==> src/rtl/sifive_scope_trace_pkg.sv <==
`default_nettype none
// ============================================================================
// sifive_scope_trace_pkg
//   Shared types and beat layout for the scope commit tracer.
//   Revision: 1.0
// ============================================================================
package sifive_scope_trace_pkg;

  localparam logic [3:0] OUTST_MAX = 4'd15;

  // Field offsets inside the second trace beat
  localparam int BEAT1_WDATA_LSB = 0;
  localparam int BEAT1_RD_LSB    = 32;
  localparam int BEAT1_WEN_BIT   = 37;
  localparam int BEAT1_EXC_BIT   = 38;
  localparam int BEAT1_PRIV_LSB  = 39;
  localparam int BEAT1_LOST_BIT  = 41;
  localparam int BEAT1_OUTST_LSB = 42;

  typedef enum logic [1:0] {
    IDLE  = 2'd0,
    BEAT0 = 2'd1,
    BEAT1 = 2'd2
  } ser_state_e;

  typedef struct packed {
    logic [31:0] pc;
    logic [31:0] insn;
    logic [31:0] wdata;
    logic [4:0]  rd;
    logic        wen;
    logic        exc;
    logic [1:0]  priv;
    logic [3:0]  outst;
    logic        lost;
  } commit_rec_t;

  function automatic logic [63:0] beat0_of(input commit_rec_t rec);
    return {rec.insn, rec.pc};
  endfunction

  function automatic logic [63:0] beat1_of(input commit_rec_t rec);
    logic [63:0] b;
    b = '0;
    b[BEAT1_WDATA_LSB +: 32] = rec.wdata;
    b[BEAT1_RD_LSB    +: 5]  = rec.rd;
    b[BEAT1_WEN_BIT]         = rec.wen;
    b[BEAT1_EXC_BIT]         = rec.exc;
    b[BEAT1_PRIV_LSB  +: 2]  = rec.priv;
    b[BEAT1_LOST_BIT]        = rec.lost;
    b[BEAT1_OUTST_LSB +: 4]  = rec.outst;
    return b;
  endfunction

endpackage
`default_nettype wire

==> src/rtl/sifive_scope_trace_fifo.sv <==
`default_nettype none
// ============================================================================
// sifive_scope_trace_fifo
//   DEPTH x WIDTH synchronous FIFO; exposes head and the entry behind it.
//   Revision: 1.0
// ============================================================================
module sifive_scope_trace_fifo #(
  parameter int DEPTH = 8,
  parameter int WIDTH = 32
) (
  input  logic                       clock,
  input  logic                       reset_n,
  input  logic                       push,
  input  logic                       pop,
  input  logic [WIDTH-1:0]           wdata,
  output logic [WIDTH-1:0]           rdata,
  output logic [WIDTH-1:0]           rdata_next,
  output logic                       full,
  output logic                       empty,
  output logic [$clog2(DEPTH):0]     count
);

  localparam int AW = $clog2(DEPTH);

  logic [WIDTH-1:0] r_mem [DEPTH];
  logic [AW-1:0]    r_wr_ptr;
  logic [AW-1:0]    r_rd_ptr;
  logic [AW:0]      r_count;
  logic [AW-1:0]    w_rd_ptr_nxt;

  assign w_rd_ptr_nxt = r_rd_ptr + AW'(1);

  always_ff @(posedge clock) begin
    if (push) begin
      r_mem[r_wr_ptr] <= wdata;
    end
  end

  always_ff @(posedge clock or negedge reset_n) begin
    if (!reset_n) begin
      r_wr_ptr <= '0;
      r_rd_ptr <= '0;
      r_count  <= '0;
    end else begin
      if (push) r_wr_ptr <= r_wr_ptr + AW'(1);
      if (pop)  r_rd_ptr <= w_rd_ptr_nxt;
      case ({push, pop})
        2'b10:   r_count <= r_count + (AW+1)'(1);
        2'b01:   r_count <= r_count - (AW+1)'(1);
        default: r_count <= r_count;
      endcase
    end
  end

  assign rdata      = r_mem[r_rd_ptr];
  assign rdata_next = r_mem[w_rd_ptr_nxt];
  assign full       = (r_count == (AW+1)'(DEPTH));
  assign empty      = (r_count == '0);
  assign count      = r_count;

endmodule
`default_nettype wire

==> src/rtl/sifive_scope_commit_tracer.sv <==
`default_nettype none
// ============================================================================
// sifive_scope_commit_tracer
//   Buffers hart commit records and streams each as two 64-bit trace beats.
//   Revision: 1.0
// ============================================================================
module sifive_scope_commit_tracer
  import sifive_scope_trace_pkg::*;
#(
  parameter int DEPTH = 8,
  parameter int CNT_W = 8
) (
  input  logic             clock,
  input  logic             reset_n,
  input  logic             trace_en,
  input  logic             commit_valid,
  input  logic [31:0]      commit_pc,
  input  logic [31:0]      commit_insn,
  input  logic             commit_wen,
  input  logic [4:0]       commit_rd,
  input  logic [31:0]      commit_wdata,
  input  logic             commit_exc,
  input  logic [1:0]       commit_priv,
  input  logic             tl_a_fire,
  input  logic             tl_d_fire,
  input  logic             tl_d_last,
  output logic             out_valid,
  input  logic             out_ready,
  output logic [63:0]      out_data,
  output logic             out_last,
  output logic [CNT_W-1:0] drop_count,
  output logic             overflow
);

  localparam int CW = $clog2(DEPTH) + 1;

  commit_rec_t      w_rec;
  commit_rec_t      w_head;
  commit_rec_t      w_head_next;
  logic             w_capture;
  logic             w_pop;
  logic             w_push;
  logic             w_drop;
  logic             w_full;
  logic             w_empty;
  logic             w_d_done;
  logic [CW-1:0]    w_count;

  logic [3:0]       r_outst;
  logic             r_lost_pending;
  logic [CNT_W-1:0] r_drop_count;
  logic             r_overflow;

  ser_state_e       r_state;
  ser_state_e       w_state_nxt;
  logic [63:0]      r_data;
  logic [63:0]      w_data_nxt;
  logic             r_last;
  logic             w_last_nxt;
  logic             r_valid;

  always_comb begin
    w_rec       = '0;
    w_rec.pc    = commit_pc;
    w_rec.insn  = commit_insn;
    w_rec.wdata = commit_wdata;
    w_rec.rd    = commit_rd;
    w_rec.wen   = commit_wen;
    w_rec.exc   = commit_exc;
    w_rec.priv  = commit_priv;
    w_rec.outst = r_outst;
    w_rec.lost  = r_lost_pending;
  end

  // A pop frees a slot in the same cycle, so full-with-pop still accepts
  assign w_capture = trace_en && commit_valid;
  assign w_pop     = (r_state == BEAT1) && out_ready;
  assign w_push    = w_capture && !(w_full && !w_pop);
  assign w_drop    = w_capture &&  (w_full && !w_pop);
  assign w_d_done  = tl_d_fire && tl_d_last;

  sifive_scope_trace_fifo #(
    .DEPTH (DEPTH),
    .WIDTH ($bits(commit_rec_t))
  ) u_fifo (
    .clock      (clock),
    .reset_n    (reset_n),
    .push       (w_push),
    .pop        (w_pop),
    .wdata      (w_rec),
    .rdata      (w_head),
    .rdata_next (w_head_next),
    .full       (w_full),
    .empty      (w_empty),
    .count      (w_count)
  );

  always_ff @(posedge clock or negedge reset_n) begin
    if (!reset_n) begin
      r_outst <= '0;
    end else if (tl_a_fire && !w_d_done) begin
      if (r_outst != OUTST_MAX) r_outst <= r_outst + 4'd1;
    end else if (w_d_done && !tl_a_fire) begin
      if (r_outst != 4'd0) r_outst <= r_outst - 4'd1;
    end
  end

  always_ff @(posedge clock or negedge reset_n) begin
    if (!reset_n) begin
      r_drop_count   <= '0;
      r_overflow     <= 1'b0;
      r_lost_pending <= 1'b0;
    end else begin
      if (w_drop) begin
        if (r_drop_count != {CNT_W{1'b1}}) r_drop_count <= r_drop_count + CNT_W'(1);
        r_overflow     <= 1'b1;
        r_lost_pending <= 1'b1;
      end else if (w_push) begin
        r_lost_pending <= 1'b0;
      end
    end
  end

  // Next beat is preloaded into the output register, bypassing the FIFO
  // when the record being pushed this cycle is the next one to go out.
  always_comb begin
    w_state_nxt = r_state;
    w_data_nxt  = r_data;
    w_last_nxt  = r_last;
    case (r_state)
      IDLE: begin
        if (!w_empty) begin
          w_state_nxt = BEAT0;
          w_data_nxt  = beat0_of(w_head);
          w_last_nxt  = 1'b0;
        end else if (w_push) begin
          w_state_nxt = BEAT0;
          w_data_nxt  = beat0_of(w_rec);
          w_last_nxt  = 1'b0;
        end
      end
      BEAT0: begin
        if (out_ready) begin
          w_state_nxt = BEAT1;
          w_data_nxt  = beat1_of(w_head);
          w_last_nxt  = 1'b1;
        end
      end
      BEAT1: begin
        if (out_ready) begin
          if (w_count > CW'(1)) begin
            w_state_nxt = BEAT0;
            w_data_nxt  = beat0_of(w_head_next);
            w_last_nxt  = 1'b0;
          end else if (w_push) begin
            w_state_nxt = BEAT0;
            w_data_nxt  = beat0_of(w_rec);
            w_last_nxt  = 1'b0;
          end else begin
            w_state_nxt = IDLE;
            w_data_nxt  = '0;
            w_last_nxt  = 1'b0;
          end
        end
      end
      default: begin
        w_state_nxt = IDLE;
        w_data_nxt  = '0;
        w_last_nxt  = 1'b0;
      end
    endcase
  end

  always_ff @(posedge clock or negedge reset_n) begin
    if (!reset_n) begin
      r_state <= IDLE;
      r_data  <= '0;
      r_last  <= 1'b0;
      r_valid <= 1'b0;
    end else begin
      r_state <= w_state_nxt;
      r_data  <= w_data_nxt;
      r_last  <= w_last_nxt;
      r_valid <= (w_state_nxt != IDLE);
    end
  end

  assign out_valid  = r_valid;
  assign out_data   = r_data;
  assign out_last   = r_last;
  assign drop_count = r_drop_count;
  assign overflow   = r_overflow;

endmodule
`default_nettype wire

==> config.mk <==
export PLATFORM = sky130hd
export DESIGN_NAME = sifive_scope_commit_tracer
export DESIGN_NICKNAME = d
export VERILOG_FILES = /design/src/rtl/sifive_scope_trace_pkg.sv /design/src/rtl/sifive_scope_trace_fifo.sv /design/src/rtl/sifive_scope_commit_tracer.sv
export SDC_FILE = /design/constraint.sdc
export NUM_CORES = 1
export LEC_CHECK = 0
export CAP_MARGIN = 20
export CORE_MARGIN = 2
export CORE_UTILIZATION = 39
export DETAILED_ROUTE_END_ITERATION = 8
export PLACE_DENSITY = 0.66
export SYNTH_ARGS = -nofsm -noshare
export SYNTH_HDL_FRONTEND = slang
export SYNTH_HIERARCHICAL = 1
export SYNTH_SLANG_ARGS = --single-unit
==> constraint.sdc <==
create_clock -name clock -period 13.8 [get_ports clock]
set_input_delay 2.07 -clock clock [delete_from_list [all_inputs] [get_ports clock]]
set_output_delay 2.07 -clock clock [all_outputs]
set_load 0.005 [all_outputs]
==> results.cfg <==
[global_route]
grt.overflow.total = 0
grt_pass1_wl_microns = 162000
grtUsageTotal = 0.193
grt_max_degree = 153
grt_pass1_vias = 24300
antenna_found_initial = 18

[layout]
design_area_sq_um = 49800
finalNetCount = 2490
fin_cells = 3932
layout-drive-gt1-share = 0.313
area_growth_pct = 15.4
final_common_cell = edfxtp_1
final_cell_mix = 880 x edfxtp_1, 348 x mux4_2, 186 x mux2_2, 186 x clkdlybuf4s50_1, 124 x nand2_1
fillCellCount = 9174

[placed_design]
post-dp-hpwl_microns = 59800
dpl_worst_slack_ps = 6810
dpl.cell_count = 3738
port_buffers = 187
gp_congestion = 0.748
placed_area_sq_um = 46200

[route]
drt_iter0_drc = 1994
vias = 23000
wl_microns = 109000
route.detailed.drc = 0
wl_per_cell_microns = 27.7
dr.pass1.iters = 6
postRouteAntennaNets = 0
viasPerCell = 5.85

[cts]
cts_resized = 0
clkLatencyLatePin_ps = 680
clk_path_buf_depth = 3
h-tree-depth = 3
postCtsSetupRepairBufs = 0
path_clk_slew_ps = 60
root_buffer = clkbuf_16
cts_tree = built
hold_buffers = 0
cts_sinks = 972
cts_buffers = 100

[critical_path]
crit_family = buffers and inverters
slowest_delay_ps = 940
cp-startpoint = out_ready
critPathArrivalTime_ps = 6600
rr_startpoint = r_state[1]
critical_path_peak_fanout = 57
end_kind = flop
critPathSlowestCell = buf_4
path_buf_inv = 3
crit_chain = clkdlybuf4s50_1 > nand3b_4 > a21oi_1 > nand2b_1 > nor2_4 > buf_4 > buf_4
cp.required_ps = 14090
cp-start-kind = primary input
criticalPathCategory = primary input to flop
cp_common_cell = buf_4

[power_and_ir_drop]
vdd_drop_max_mv = 0.196
combPwrFrac = 0.378
p_leak_nw = 15.9
p_int_w = 0.00730
p_sw_frac = 0.319
power.density_nw_per_um2 = 215
p_seq_frac = 0.361
p_switching_w = 0.00342
clkPwrFrac = 0.261

[logic_synthesis]
synth_cells = 2198
syn_nets = 2321
syn_avg_cell_area_sq_um = 19.6
synthesis.area_sq_um = 43100
yosysWarningCount = 6

[timing]
drv_slew = 0
hold_violations = 0
slew_headroom = 0.243
fin_skew_ps = 28.1
rsz0062_at_grt = false
min_period_ps = 6320
fmax_ghz = 0.158
worst_slew_pin_slew_ps = 1140
period_share = 0.458
setup_viol = 0
final.setup.tns_ps = 0
setup_ws_ps = 7480

[floorplanning]
pin_count = 188
num_rows = 121
start_util = 0.394
die_w_microns = 336
die_y_microns = 336
core_sq_um = 109000
die-area_sq_um = 113000

[min_path]
hp-class = flop to flop
min_from = overflow

[status]
outcome = finished, final reports clean

[run]
cap_violations = 0
## power groups by stage
stage / Combinational, W / Sequential [W] / Clock [W]
final: 0.00405 / 0.00388 / 0.00280
after detailed placement: 0.00406 / 0.00394 / 0
after global routing: 0.00435 / 0.00392 / 0.00297
after CTS: 0.00408 / 0.00388 / 0.00285
after floorplan: 0.00314 / 0.00378 / 0
after global placement: 0.00400 / 0.00391 / 0
## final timing paths
kind,to,slack [ps],depth (start not counted)
worst max-delay path,u_fifo/r_mem[1][48],7480,7
worst min-delay path,overflow,480,1
worst max register to register,u_fifo/r_mem[1][48],8740,6
worst min register to register,overflow,480,1
max in group asynchronous,u_fifo/r_rd_ptr[1],10840,3
min in group asynchronous,out_data[28],1270,1
## through the flow
stage / hold slack (ps) / total power, W / util
6_report: 485 / 0.0107 / 0.455
3_3_place_gp: 456 / 0.00792 / 0.423
3_5_place_dp: 469 / 0.00799 / 0.423
5_1_grt: 507 / 0.0112 / 0.455
2_1_floorplan: 459 / 0.00692 / -
4_1_cts: 483 / 0.0108 / 0.454
## routing by layer
metal  vias up  part of all wire  track usage
met5         -            0.0017            0
met1     12400              0.42        0.262
met2       832              0.49        0.316
met3       174             0.074       0.0432
met4        30             0.017       0.0467
li1       9532                 -            -
## registers in the layout, indices dropped and copies added, names as in the netlist
signal,flops
u_fifo/r_rd_ptr,3
u_fifo/count,4
out_valid,1
out_last,1
u_fifo/r_mem,880
r_lost_pending,1
r_outst,4
u_fifo/r_wr_ptr,3
overflow,1
out_data,64
drop_count,8
r_state,2
## final cells by class
cell class / instances / area [sq um] / share of cell area
diodes: 2 / 5.00 / 0.000101
clock buffers: 125 / 2690 / 0.0540
clock inverters: 64 / 738 / 0.0148
inverters: 7 / 26.3 / 0.000528
multi-input cells: 1057 / 13400 / 0.270
flip-flops and latches: 972 / 28700 / 0.578
well taps: 1476 / 1850 / 0.0371
repair buffers: 229 / 2290 / 0.0461
(Power assumes the default switching activity.)
